**src/rtl/mem_arb_pkg.sv**
```systemverilog
// Shared types and constants for the unified-memory arbiter.
// Owner encoding doubles as the IorD value driven during an access.
package mem_arb_pkg;

  typedef enum logic [1:0] {
    IDLE   = 2'd0,
    ACCESS = 2'd1,
    DONE   = 2'd2
  } state_e;

  typedef enum logic {
    OWN_I = 1'b0,
    OWN_D = 1'b1
  } owner_e;

  localparam logic IORD_INSTR = 1'b0;
  localparam logic IORD_DATA  = 1'b1;

  localparam int CNT_W = 16;

  function automatic logic [CNT_W-1:0] sat_inc(input logic [CNT_W-1:0] v);
    return (v == {CNT_W{1'b1}}) ? v : v + 1'b1;
  endfunction

endpackage

```
**src/rtl/arb_rr2.sv**
```systemverilog
// Two-way round-robin picker: on a tie, the requester not granted last wins.
// Purely combinational; the last-grant history lives in the caller.
module arb_rr2
  import mem_arb_pkg::*;
(
  input  logic       req_i,
  input  logic       req_d,
  input  owner_e     last_grant,
  output logic [1:0] gnt
);

  always_comb begin
    gnt = 2'b00;
    if (req_i && req_d) begin
      gnt = (last_grant == OWN_D) ? 2'b01 : 2'b10;
    end else if (req_i) begin
      gnt = 2'b01;
    end else if (req_d) begin
      gnt = 2'b10;
    end
  end

endmodule

```
**src/rtl/mem_arbiter.sv**
```systemverilog
// Shares one word-addressed memory port between instruction fetch and load/store,
// one access at a time (IDLE -> ACCESS -> DONE), with range checking and a contention counter.
module mem_arbiter
  import mem_arb_pkg::*;
#(
  parameter int ADDR_W    = 32,
  parameter int DATA_W    = 32,
  parameter int MEM_DEPTH = 65,
  parameter int IF_OFFSET = 8
) (
  input  logic              clk,
  input  logic              rst_n,
  input  logic              i_req,
  input  logic [ADDR_W-1:0] i_addr,
  output logic              i_ready,
  output logic [DATA_W-1:0] i_rdata,
  output logic              i_err,
  input  logic              d_req,
  input  logic              d_we,
  input  logic [ADDR_W-1:0] d_addr,
  input  logic [DATA_W-1:0] d_wdata,
  output logic              d_ready,
  output logic [DATA_W-1:0] d_rdata,
  output logic              d_err,
  output logic              mem_r_en,
  output logic              mem_w_en,
  output logic              mem_iord,
  output logic [ADDR_W-1:0] mem_addr,
  output logic [DATA_W-1:0] mem_wdata,
  input  logic [DATA_W-1:0] mem_rdata,
  output logic [CNT_W-1:0]  contention_cnt
);

  localparam logic [ADDR_W:0] OFF_EXT   = (ADDR_W+1)'(IF_OFFSET);
  localparam logic [ADDR_W:0] DEPTH_EXT = (ADDR_W+1)'(MEM_DEPTH);

  state_e              state_q, state_d;
  owner_e              owner_q, owner_d;
  owner_e              last_grant_q, last_grant_d;
  logic                we_q, we_d;
  logic                err_q, err_d;
  logic [DATA_W-1:0]   rdata_q, rdata_d;
  logic [CNT_W-1:0]    cnt_q, cnt_d;
  logic [ADDR_W-1:0]   addr_q, addr_d;
  logic [DATA_W-1:0]   wdata_q, wdata_d;

  logic [1:0]          gnt;
  logic [ADDR_W:0]     i_sum;
  logic                i_oob, d_oob;
  logic                contend;

  arb_rr2 u_rr (
    .req_i      (i_req),
    .req_d      (d_req),
    .last_grant (last_grant_q),
    .gnt        (gnt)
  );

  // One extra bit so the fetch offset can never wrap an out-of-range address back in range.
  always_comb begin
    i_sum = {1'b0, i_addr} + OFF_EXT;
    i_oob = (i_sum >= DEPTH_EXT);
    d_oob = ({1'b0, d_addr} >= DEPTH_EXT);
  end

  always_comb begin
    state_d      = state_q;
    owner_d      = owner_q;
    last_grant_d = last_grant_q;
    we_d         = we_q;
    err_d        = err_q;
    rdata_d      = rdata_q;
    addr_d       = addr_q;
    wdata_d      = wdata_q;
    contend      = 1'b0;
    i_ready      = 1'b0;
    d_ready      = 1'b0;
    mem_r_en     = 1'b0;
    mem_w_en     = 1'b0;
    mem_iord     = IORD_INSTR;
    mem_addr     = '0;
    mem_wdata    = '0;

    case (state_q)
      IDLE: begin
        contend = i_req && d_req;
        if (gnt[0]) begin
          owner_d      = OWN_I;
          last_grant_d = OWN_I;
          addr_d       = i_addr;
          we_d         = 1'b0;
          err_d        = i_oob;
          state_d      = ACCESS;
        end else if (gnt[1]) begin
          owner_d      = OWN_D;
          last_grant_d = OWN_D;
          addr_d       = d_addr;
          we_d         = d_we;
          wdata_d      = d_wdata;
          err_d        = d_oob;
          state_d      = ACCESS;
        end
      end
      ACCESS: begin
        contend   = (owner_q == OWN_I) ? d_req : i_req;
        mem_iord  = (owner_q == OWN_I) ? IORD_INSTR : IORD_DATA;
        mem_addr  = addr_q;
        mem_r_en  = !err_q && !we_q;
        mem_w_en  = !err_q && we_q;
        mem_wdata = (!err_q && we_q) ? wdata_q : '0;
        rdata_d   = (err_q || we_q) ? '0 : mem_rdata;
        state_d   = DONE;
      end
      DONE: begin
        contend = (owner_q == OWN_I) ? d_req : i_req;
        i_ready = (owner_q == OWN_I);
        d_ready = (owner_q == OWN_D);
        state_d = IDLE;
      end
      default: state_d = IDLE;
    endcase

    cnt_d = contend ? sat_inc(cnt_q) : cnt_q;
  end

  always_ff @(posedge clk or negedge rst_n) begin
    if (!rst_n) begin
      state_q      <= IDLE;
      owner_q      <= OWN_I;
      last_grant_q <= OWN_D;
      we_q         <= 1'b0;
      err_q        <= 1'b0;
      rdata_q      <= '0;
      cnt_q        <= '0;
    end else begin
      state_q      <= state_d;
      owner_q      <= owner_d;
      last_grant_q <= last_grant_d;
      we_q         <= we_d;
      err_q        <= err_d;
      rdata_q      <= rdata_d;
      cnt_q        <= cnt_d;
    end
  end

  // Address/write data are only observed while gated by ACCESS, so they need no reset.
  always_ff @(posedge clk) begin
    addr_q  <= addr_d;
    wdata_q <= wdata_d;
  end

  assign i_rdata        = i_ready ? rdata_q : '0;
  assign d_rdata        = d_ready ? rdata_q : '0;
  assign i_err          = i_ready && err_q;
  assign d_err          = d_ready && err_q;
  assign contention_cnt = cnt_q;

endmodule

```
**config.mk**
```make
export PLATFORM = sky130hd
export DESIGN_NAME = mem_arbiter
export DESIGN_NICKNAME = d
export VERILOG_FILES = /design/src/rtl/mem_arb_pkg.sv /design/src/rtl/arb_rr2.sv /design/src/rtl/mem_arbiter.sv
export SDC_FILE = /design/constraint.sdc
export NUM_CORES = 1
export LEC_CHECK = 0
export CAP_MARGIN = 40
export CORE_ASPECT_RATIO = 0.9
export CORE_MARGIN = 2
export CORE_UTILIZATION = 35
export DETAILED_ROUTE_END_ITERATION = 8
export GPL_TIMING_DRIVEN = 0
export MAX_ROUTING_LAYER = met4
export PLACE_DENSITY = 0.77
export SYNTH_ARGS = -nofsm -noshare
export SYNTH_HDL_FRONTEND = slang
export SYNTH_HIERARCHICAL = 1
export SYNTH_SLANG_ARGS = --single-unit
export TNS_END_PERCENT = 100
```
**constraint.sdc**
```tcl
create_clock -name clk -period 3 [get_ports clk]
set_input_delay 0.45 -clock clk [delete_from_list [all_inputs] [get_ports clk]]
set_output_delay 0.45 -clock clk [all_outputs]
set_load 0.03 [all_outputs]
```
==> flow_metrics.tcl, run 1 <==
set metrics [dict create \
    ys_ff_latch 118 \
    cts_sinks 118 \
    power_density_mw_per_mm2 634 \
    worstMarginPinSlew_ns 0.684 \
    hpwl_mm 14.9 \
    cts.htree.levels 4 \
    arrival_ns 2.44 \
    critPathSlowestCell "clkdlybuf4s50_1" \
    ant_nets 0 \
    clock.fmax_mhz 346 \
    antenna_found_initial 0 \
    grt-ovfl-total 0 \
    ir_worst_vdd_mv 0.399 \
    wl_per_cell_um 16.8 \
    syn_area_mm2 0.00622 \
    fp.dieW_um 144 \
    period_minus_slack_ns 2.89 \
    grt_pass1_wl_mm 28.6 \
    synth_nets 733 \
    dieArea_mm2 0.0188 \
    hold_violations 0 \
    crit_path_start_kind "flop" \
    setup_viol 0 \
    grt_max_degree 34 \
    yosysWarnings 6 \
    drive_gt1_frac 0.110 \
    clock_skew_ns 0.00802 \
    cap_violations 0 \
    port_buffers 283 \
    slowest_delay_ns 0.67 \
    rows 46 \
    num_io_pins 284 \
    first_pass_iters 4 \
    cp.required_ns 2.55 \
    min_path_type "in -> async" \
    gp_congestion 0.838 \
    setup_tns_ns 0 \
    tritoncts "done" \
    ff2ff_path_depth 9 \
    cts-root-buf "clkbuf_16" \
    period_share 0.964 \
    core-area_mm2 0.0175 \
    max-slew-margin-rel 0.540 \
    clk_pin_slew_ns 0.06 \
    ys_async_sr_fraction 0.458 \
    placed_area_mm2 0.00942 \
    syn_area_per_cell_um2 10.5 \
    cts_buffer_depth 2 \
    avgViaCountPerCell 4.85 \
    rsz0062_at_grt "false" \
    status "complete, no violations" \
    synth-edff-count 64 \
    wl_mm 19.3 \
    num-nets-final 1037 \
    ctsHoldBuffers 0 \
    syn_inst 594 \
    vias 5586 \
    crit_path_max_fanout 10 \
    crit_path_cell_trace "inv_1, ha_2, clkbuf_1, and3_1, clkdlybuf4s50_1" \
    cts_buffers 17 \
    diodes 0 \
    die_h_um 130 \
    power_mw 6.33 \
    setup_slack_ns 0.109 \
    multi_input_area_mm2 0.00270 \
    grt_pass1_vias 5473 \
    nFillCells 1582 \
    cp-end-kind "output port" \
    seqCellArea_mm2 0.00327 \
    dominantRegCellSynth "edfxtp_1" \
    drtIter0Drc 236 \
    finalInstanceArea_mm2 0.00999 \
    start_util 0.355 \
    clock_latency_ns 0.41 \
    synthDistinctLibCells 53 \
    drc 0 \
    ys_seq_area_frac 0.527 \
    grt_util_all_layers 0.203 \
    maxSlewViolCount 0 \
    dp_slack_ns -0.429 \
    p_leak_nw 4.46 \
    crit_type "reg -> out" \
    hold_slack_ns 0.0160 \
    areaGrowthSynthToFinish_pct 60.7 \
]
[path summary, 6_finish.rpt]
check                              from           end  slack, ns
setup / recovery             state_q[0]   d_rdata[25]       0.11
hold / removal                    rst_n   rdata_q[14]       0.02
setup reg to reg           last_grant_q         err_q       0.53
hold reg to reg            last_grant_q  last_grant_q       0.47
max in group asynchronous         rst_n  last_grant_q       2.34
min in group clk           last_grant_q  last_grant_q       0.47
[sequential cells by signal (all words and copies together) (netlist names)]
| name | flops |
|---|---|
| addr_q | 32 |
| rdata_q | 32 |
| wdata_q | 32 |
| contention_cnt | 16 |
| state_q | 2 |
| err_q | 1 |
| last_grant_q | 1 |
| owner_q | 1 |
| we_q | 1 |
[per-layer routing]
| layer | global-route usage | part of all wire |
|---|---|---|
| met5 | - | 0 |
| met4 | 0.0565 | 0.021 |
| met3 | 0.0481 | 0.055 |
| met2 | 0.334 | 0.50 |
| met1 | 0.254 | 0.43 |
[critical path, delay by kind of cell, from the launching register on]
kind	cells	cell delay [ns]
fa+ha+maj	1	0.30
buf+inv	3	1.11
flops	1	0.40
simple gates	1	0.22
[placed cells by master (no fill, tap or decap), drive strengths merged, types with 11 or more instances in the layout]
cell type and count:
and2 102, mux2 34, nor4 13, nor2 11, nand2 57, inv 40
dlygate4sd2 84, xnor2 13, clkbuf 47, dfrtp 53, nand4 19, o21ai 42
edfxtp 64, and3 42, clkdlybuf4s50 188
[cells by family after synthesis]
| logic type | Yosys count | synth area share |
|---|---|---|
| muxes | 35 | 0.0632 |
| xor gates and xnor gates | 18 | 0.0254 |
| AOI/OAI and AO/OA | 72 | 0.0733 |
| DFF | 118 | 0.527 |
| and+or+nand+nor | 275 | 0.257 |
| adders and majority gates | 6 | 0.0121 |
| buffers and inverters | 70 | 0.0425 |
[cell type report]
| cell class | count | area share |
|---|---|---|
| clock inverters | 13 | 0.0182 |
| inverters | 40 | 0.0150 |
| plain buffers | 29 | 0.0129 |
| clock buffers | 19 | 0.0433 |
| flip-flops and latches | 118 | 0.328 |
| multi-input cells | 406 | 0.270 |
| well taps | 240 | 0.0301 |
| repair buffers | 286 | 0.283 |
[stage by stage]
stage | util | std cells
2_1_floorplan | - | 594
3_3_place_gp | 0.534 | 1117
3_5_place_dp | 0.538 | 1120
4_1_cts | 0.569 | 1151
5_1_grt | 0.571 | 1151
6_report | 0.571 | 1151
[repair_timing]
item                                    in CTS  in global routing
buffers inserted                             0                  0
gates resized for setup                    102                 16
gates cloned                                 0                  0
endpoints found under the hold margin        0                  0
endpoints found under the setup margin     107                 24
[cell usage after synthesis, types with 3 or more instances]
master    count  share of area
nor2_1       11         0.0066
nand4_1      17          0.017
nor4_1       12          0.012
a31oi_1       4         0.0040
dfrtp_1      53           0.21
nand3_1       9         0.0072
inv_1        40          0.024
mux2_2       34          0.062
ha_1          6          0.012
clkbuf_1     29          0.018
a21boi_0      3         0.0036
xor2_1        5         0.0070
xnor2_1      13          0.018
edfxtp_1     64           0.31
nor3_1        8         0.0064
a21oi_1       4         0.0032
o21ai_0      41          0.033
and3_1       42          0.042
nand2_1      57          0.034
a21boi_1      3         0.0036
and2_1      101           0.10
[power breakdown]
part,internal (mW),switching (mW)
clock network,1.39,0.739
registers,2.05,0.140
logic,0.762,1.25
total,4.20,2.13
Power figures use the tool's default switching activity.
==> run 2: changes to the inputs <==
Settings changed: CTS_CLUSTER_SIZE set to 14.
==> results of run 2 <==
Final layout, timing and power as in run 1 (identical DEF).
==> run 3: changes to the inputs <==
Settings changed: CAP_MARGIN 40 to 20, CORE_MARGIN 2 to 3, CTS_CLUSTER_SIZE 14 to 40.
==> flow_metrics.tcl, run 3 (synthesis gave the netlist of run 1 again) <==
set metrics [dict create \
    cts-root-buf "clkbuf_16" \
    core-area_mm2 0.0171 \
    maxSlewViolCount 0 \
    final_cell_mix "clkdlybuf4s50_1, and2_1, dlygate4sd2_1" \
    path_buf_inv 3 \
    grt_util_all_layers 0.200 \
    gp_congestion 0.894 \
    crit_path_start_kind "flop" \
    grt_pass1_wl_mm 29.8 \
    min_path_type "reg -> reg" \
    layout_commonest_cell "clkdlybuf4s50_1" \
    grt_pass1_vias 5609 \
    hpwl_mm 14.9 \
    arrival_ns 2.41 \
    ant_nets 0 \
    port_buffers 283 \
    cp-end-kind "output port" \
    slowest_delay_ns 0.68 \
    tritoncts "done" \
    p_leak_nw 4.36 \
    period_share 0.953 \
    drc 0 \
    dp_slack_ns -0.367 \
    period_minus_slack_ns 2.86 \
    setup_tns_ns 0 \
    critPathSlowestCell "clkdlybuf4s50_1" \
    cap_violations 0 \
    cts_buffers 17 \
    setup_viol 0 \
    rows 45 \
    clk_pin_slew_ns 0.05 \
    antenna_found_initial 0 \
    crit_path_cell_trace "inv_1, ha_2, clkbuf_1, and3_1, clkdlybuf4s50_1" \
    clock_latency_ns 0.41 \
    cts.htree.levels 4 \
    fp.dieW_um 146 \
    die_h_um 132 \
    vias 5578 \
    hold_violations 0 \
    wl_mm 19.2 \
    avgViaCountPerCell 4.86 \
    num_io_pins 284 \
    status "complete, no violations" \
    worstMarginPinSlew_ns 0.628 \
    clock_skew_ns 0.00693 \
    cts_sinks 118 \
    critPathTopFamily "buffers and inverters" \
    areaGrowthSynthToFinish_pct 60.0 \
    drive_gt1_frac 0.107 \
    diodes 0 \
    start_util 0.363 \
    min-delay-start "last_grant_q" \
    wl_per_cell_um 16.7 \
    setup_slack_ns 0.142 \
    crit_path_max_fanout 10 \
    startpoint "state_q[0]" \
    power_density_mw_per_mm2 625 \
    crit_type "reg -> out" \
    power_mw 6.22 \
    r2r-start "last_grant_q" \
    rsz0062_at_grt "false" \
    largestRegisters "addr_q (32), rdata_q (32), wdata_q (32)" \
    cts_buffer_depth 2 \
    seqCellArea_mm2 0.00327 \
    drtIter0Drc 251 \
    nFillCells 1524 \
    grt-ovfl-total 0 \
    multi_input_area_mm2 0.00271 \
    cp.required_ns 2.55 \
    clock.fmax_mhz 350 \
    max-slew-margin-rel 0.577 \
    grt_max_degree 37 \
    ir_worst_vdd_mv 0.372 \
    num-nets-final 1038 \
    dieArea_mm2 0.0194 \
    first_pass_iters 5 \
]
## run 3: changes by cell type in the layout (fill, tap and decap cells not counted), sizes merged
cell / delta
bufinv: -1
clkbuf: -1
clkinv: +3
clkinvlp: -1
dlygate4sd2: +8
dlygate4sd3: +1
dlymetal6s2s: -8
## run 3: layer usage
layer  vias up  global-route usage  share of wire
met5         -                   -              0
met4         0              0.0486          0.014
met3        25              0.0527          0.066
met2       247               0.331           0.49
met1      2602               0.245           0.43
li1       2704                   -              -
## run 3: repair_timing
action,CTS,global route
endpoints found under the setup margin,110,16
gates resized for setup,109,8
buffers inserted,0,0
hold buffers,1,0
endpoints found under the hold margin,18,0
## run 3: stage by stage
step / cells / area [µm²] / hold WS, ns / utilization
floorplan: 594 / 6220 / 0.154 / -
global placement: 1112 / 9340 / 0.454 / 0.546
detailed placement: 1115 / 9410 / 0.436 / 0.550
CTS: 1147 / 9930 / 0.477 / 0.580
global route: 1147 / 9950 / 0.497 / 0.581
finish: 1147 / 9950 / 0.474 / 0.581
## run 3: layout make-up
cell class	instances	share of cell area
buffer	29	0.0128
clock buffer	18	0.0431
clock inverter	14	0.0161
inverter	40	0.0151
multi-input combinational	406	0.272
sequential	118	0.329
tap	235	0.0296
timing repair buffer	287	0.282
## run 3: path summary, 6_finish.rpt
| check | cells past startpoint | slack (ns) | to |
|---|---|---|---|
| min in group asynchronous | 2 | 0.55 | rdata_q[9] |
| worst max register to register | 9 | 0.34 | err_q |
| max in group asynchronous | 3 | 1.81 | last_grant_q |
| worst min register to register | 2 | 0.47 | last_grant_q |
| worst max-delay path | 5 | 0.14 | d_rdata[30] |
| worst min-delay path | 2 | 0.47 | last_grant_q |
## run 3: power breakdown
part / switching [mW] / leakage (nW) / internal, mW / total [mW]
Sequential: 0.130 / 1.33 / 2.05 / 2.18
Clock: 0.735 / 0.288 / 1.30 / 2.03
Combinational: 1.24 / 2.74 / 0.760 / 2.00
## run 3: worst reg2reg max path, delay by kind of cell, from the launching register on
kind | cells | cell delay [ns]
compound gates | 4 | 0.78
simple gates | 1 | 0.13
flops | 1 | 0.54
buf+inv | 4 | 1.06
